$ cat config.mk
export PLATFORM = sky130hd
export DESIGN_NAME = fsm_seq_capture
export DESIGN_NICKNAME = d
export VERILOG_FILES = /design/src/rtl/fsm_seq_capture.sv
export SDC_FILE = /design/constraint.sdc
export NUM_CORES = 1
export LEC_CHECK = 0
export CAP_MARGIN = 20
export CORE_ASPECT_RATIO = 1.25
export CORE_UTILIZATION = 39
export CTS_CLUSTER_SIZE = 30
export DETAILED_ROUTE_END_ITERATION = 10
export PLACE_DENSITY = 0.75
export RECOVER_POWER = 50
export SLEW_MARGIN = 20
export SYNTH_ARGS = -nofsm -noshare
export SYNTH_HDL_FRONTEND = slang
export SYNTH_SLANG_ARGS = --single-unit
export TNS_END_PERCENT = 50
$ cat constraint.sdc
create_clock -name clk -period 1.58 [get_ports clk]
set_clock_uncertainty 0.05 [all_clocks]
set_input_delay 0.237 -clock clk [delete_from_list [all_inputs] [get_ports clk]]
set_output_delay 0.237 -clock clk [all_outputs]
set_load 0.02 [all_outputs]
$ cat src/rtl/fsm_seq_capture.sv
// Step-sequenced capture FSM: start arms a run of NUM_STEPS enable-qualified captures,
// then a one-cycle DONE pulse. Also classifies sel into a registered priority class.
module fsm_seq_capture #(
   parameter int DATA_W    = 8,
   parameter int NUM_STEPS = 4,
   parameter int SEL_W     = 2,
   localparam int CNT_W    = (NUM_STEPS <= 2) ? 1 : $clog2(NUM_STEPS)
) (
   input  logic              clk,
   input  logic              rst,
   input  logic              start,
   input  logic              abort,
   input  logic              enable,
   input  logic [DATA_W-1:0] data_in,
   input  logic [SEL_W-1:0]  sel,
   output logic [DATA_W-1:0] data_out,
   output logic [CNT_W-1:0]  step,
   output logic              busy,
   output logic              done,
   output logic              illegal,
   output logic [1:0]        cls
);

   typedef enum logic [1:0] {
      S_IDLE = 2'b00,
      S_RUN  = 2'b01,
      S_DONE = 2'b10
   } state_t;

   localparam logic [CNT_W-1:0] LAST_STEP = CNT_W'(NUM_STEPS - 1);

   // Kept as a raw vector so the unused 2'b11 encoding stays representable.
   logic [1:0]        r_state;
   logic [1:0]        w_next;
   logic [CNT_W-1:0]  r_step;
   logic [CNT_W-1:0]  w_step;
   logic [DATA_W-1:0] r_data;
   logic [DATA_W-1:0] w_data;
   logic              r_illegal;
   logic              w_ill_set;
   logic [1:0]        r_cls;
   logic [1:0]        w_cls;

   always_ff @(posedge clk or posedge rst) begin
      if (rst) begin
         r_state   <= S_IDLE;
         r_step    <= '0;
         r_data    <= '0;
         r_illegal <= 1'b0;
         r_cls     <= 2'd0;
      end else begin
         r_state   <= w_next;
         r_step    <= w_step;
         r_data    <= w_data;
         r_illegal <= r_illegal | w_ill_set;
         r_cls     <= w_cls;
      end
   end

   always_comb begin
      w_next    = r_state;
      w_step    = r_step;
      w_data    = r_data;
      w_ill_set = 1'b0;
      case (r_state)
         S_IDLE: begin
            if (start && !abort) begin
               w_next = S_RUN;
               w_step = '0;
            end
         end
         S_RUN: begin
            if (abort) begin
               w_next = S_IDLE;
               w_step = '0;
            end else if (enable) begin
               w_data = data_in;
               if (r_step == LAST_STEP) w_next = S_DONE;
               else                     w_step = r_step + CNT_W'(1);
            end
         end
         S_DONE: begin
            w_next = S_IDLE;
            if (abort) w_step = '0;
         end
         default: begin
            w_next    = S_IDLE;
            w_step    = '0;
            w_ill_set = 1'b1;
         end
      endcase
   end

   // First-match priority; with SEL_W=1 the bit-0 test wins, so class 2/3 never occur.
   always_comb begin
      w_cls = 2'd3;
      if (sel == '0)          w_cls = 2'd0;
      else if (sel[0])        w_cls = 2'd1;
      else if (sel[SEL_W-1])  w_cls = 2'd2;
      else                    w_cls = 2'd3;
   end

   assign data_out = r_data;
   assign step     = r_step;
   assign busy     = (r_state == S_RUN);
   assign done     = (r_state == S_DONE);
   assign illegal  = r_illegal;
   assign cls      = r_cls;

endmodule

==> impl_metrics.tcl <==
set metrics [dict create \
    status "finished, final reports clean" \
    wl_per_cell_um 13.7 \
    cp.depth 1 \
    core_area_um2 1580 \
    cp_top_family "buffers and inverters" \
    die_h_um 48.4 \
    std_cell_rows 16 \
    io_buffers 29 \
    cts_tree "yes" \
    path_class "flop to output port" \
    viasPerCell 4.75 \
    place.gp.congestion 0.695 \
    grtUsageTotal_pct 17.1 \
    num_vias 480 \
    antenna_found_initial 0 \
    syn_inst 46 \
    ios 30 \
    crit_chain "clkdlybuf4s50_1" \
    drt_iter0_markers 7 \
    dp_slack_ps -96.7 \
    postLayoutSetupSlackWorst_ps 47.9 \
    drive_above_1_share_pct 28.9 \
    syn_nets 62 \
    synth_area_per_cell_um2 14.6 \
    critPathRequiredTime_ps 1290 \
    finalInstanceArea_um2 1030 \
    crit_fanout 2 \
    ys_ff_latch 15 \
    drv_slew 0 \
    area_delta_synth_final_pct 54.1 \
    timing.max_cap.violations 0 \
    initial_core_util_pct 42.4 \
    cp.arrival_ps 1250 \
    hold_viol_final 0 \
    clk_latency_ps 280 \
    die_width_um 39.1 \
    nets 100 \
    relSlewSlack_pct 62.7 \
    cts_max_path_buffers 2 \
    finalSetupViolCount 0 \
    grt_max_degree 16 \
    critPathSlowestCell "clkdlybuf4s50_1" \
    synthDistinctLibCells 21 \
    gr-total-overflow 0 \
    clockRootBuffer "clkbuf_4" \
    power_density_nw_per_um2 997 \
    fmax_mhz 653 \
    grt_pass1_vias 472 \
    hold_path.class "primary input to asynchronous set/reset pin" \
    cts.clk_slew.worst_paths_ps 90 \
    grt_pass1_wl_um 2190 \
    worstSetupEndpointType "output port" \
    drc 0 \
    yosysWarningCount 0 \
    routed_wl_um 1390 \
    layout.cells.non_filler 101 \
    finalCriticalPeriod_ps 1530 \
    cts_setup_buffers 0 \
    worst_path_largest_cell_delay_ps 600 \
    dp.cells 98 \
    p_leak_nw 0.525 \
    vdd_ir_drop_max_v 0.000742 \
    dpl_cell_area_um2 1020 \
    htreeDepth 1 \
    antenna-diode-count 0 \
    die-area_um2 1890 \
    cp-start-kind "flop" \
    synth_area_um2 671 \
    drt-pass1-iter-count 4 \
    hpwl_um 1080 \
    ant_nets 0 \
    rsz0062_at_grt "false" \
    setup_tns_ps 0 \
    cts_buffers 3 \
    rr_worst_depth 2 \
    holdWs_ps 396 \
    fin_crit_sh_pct 97.0 \
    crit_buf_inv 1 \
    worst_pin_slew_ps 559 \
    cts.sinks 15 \
    ys_seq_area_share_pct 56.0 \
]
## power breakdown
part	internal, mW	total [mW]	switching (mW)
Sequential	0.441	0.473	0.0324
Combinational	0.198	0.342	0.143
Clock	0.0940	0.215	0.121
## worst paths after layout
path | end | slack, ps | startpoint
max | data_out[0] | 50 | data_out[0]
min | data_out[0] | 400 | rst
max reg2reg | step[0] | 50 | r_state[1]
min reg2reg | illegal | 410 | illegal
max in group asynchronous | r_state[0] | 690 | rst
min in group clk | illegal | 410 | illegal
## placed cells by master, fill, tap and decap left out
| cell type | instances |
|---|---|
| a21o_1 | 1 |
| a21oi_1 | 1 |
| and2_4 | 1 |
| and2b_1 | 1 |
| and3_1 | 1 |
| buf_4 | 6 |
| clkbuf_1 | 1 |
| clkbuf_2 | 1 |
| clkbuf_4 | 3 |
| clkdlybuf4s50_1 | 19 |
| clkinv_2 | 1 |
| dfrtp_1 | 14 |
| dfrtp_2 | 1 |
| dlygate4sd2_1 | 3 |
| dlygate4sd3_1 | 2 |
| dlymetal6s2s_1 | 3 |
| ha_2 | 1 |
| inv_1 | 2 |
| mux2_1 | 1 |
| mux2_4 | 8 |
| mux2i_1 | 1 |
| nand2_1 | 1 |
| nand2b_1 | 1 |
| nand3_1 | 1 |
| nor2b_1 | 3 |
| nor2b_4 | 2 |
| nor3_1 | 1 |
| o21ai_0 | 1 |
| o32ai_1 | 1 |
## cells by family (layout without fill, tap and decap cells)
group	Yosys count	after routing	synth area share [%]
muxes	10	10	21.1
buffers and inverters	4	41	3.92
DFF	15	15	56.0
adders and majority gates	1	1	1.87
AOI/OAI and AO/OA	4	4	3.92
and+or+nand+nor	12	12	13.2
## per-stage QoR
stage	utilization [%]	total power, mW
floorplan	-	0.658
global placement	64.3	0.837
detailed placement	64.3	0.845
CTS	65.7	1.06
global route	65.3	1.08
finish	65.3	1.03
## layer usage
layer,vias to the layer above,track usage [%],part of all wire (%)
met4,0,8.62,1.8
met2,17,26.4,52
met5,-,0,0
met3,5,4.13,4.6
li1,230,-,-
met1,228,21.6,42
## cells in the mapped netlist (all sizes together)
library cell | number | area, um2
a21o | 1 | 7.51
ha | 1 | 12.5
o32ai | 1 | 8.76
nand2 | 1 | 3.75
inv | 2 | 7.51
nor3 | 1 | 5.00
and2 | 1 | 8.76
o21ai | 1 | 5.00
nand2b | 1 | 6.26
clkbuf | 1 | 3.75
mux2 | 9 | 131
nor2b | 5 | 46.3
mux2i | 1 | 10.0
and2b | 1 | 7.51
nand3 | 1 | 5.00
and3 | 1 | 6.26
dfrtp | 15 | 375
buf | 1 | 15.0
a21oi | 1 | 5.00
## registers in the layout, indices dropped and copies added (netlist names)
signal    flops
illegal       1
step          2
r_state       2
cls           2
data_out      8
## area by class of cell
type                       instances  area (um2)
inverter                           2        7.51
timing repair buffer              35         328
fill                             146         548
clock buffer                       3        22.5
tap                               18        22.5
multi-input combinational         27         272
clock inverter                     1        5.00
sequential                        15         377
## repair_timing
action	4_1_cts	5_1_grt
resized for setup	4	8
hold buffers	0	0
endpoints found under the setup margin	5	15
pin swaps	1	2
Note: power is estimated with default switching activity, not from simulation.
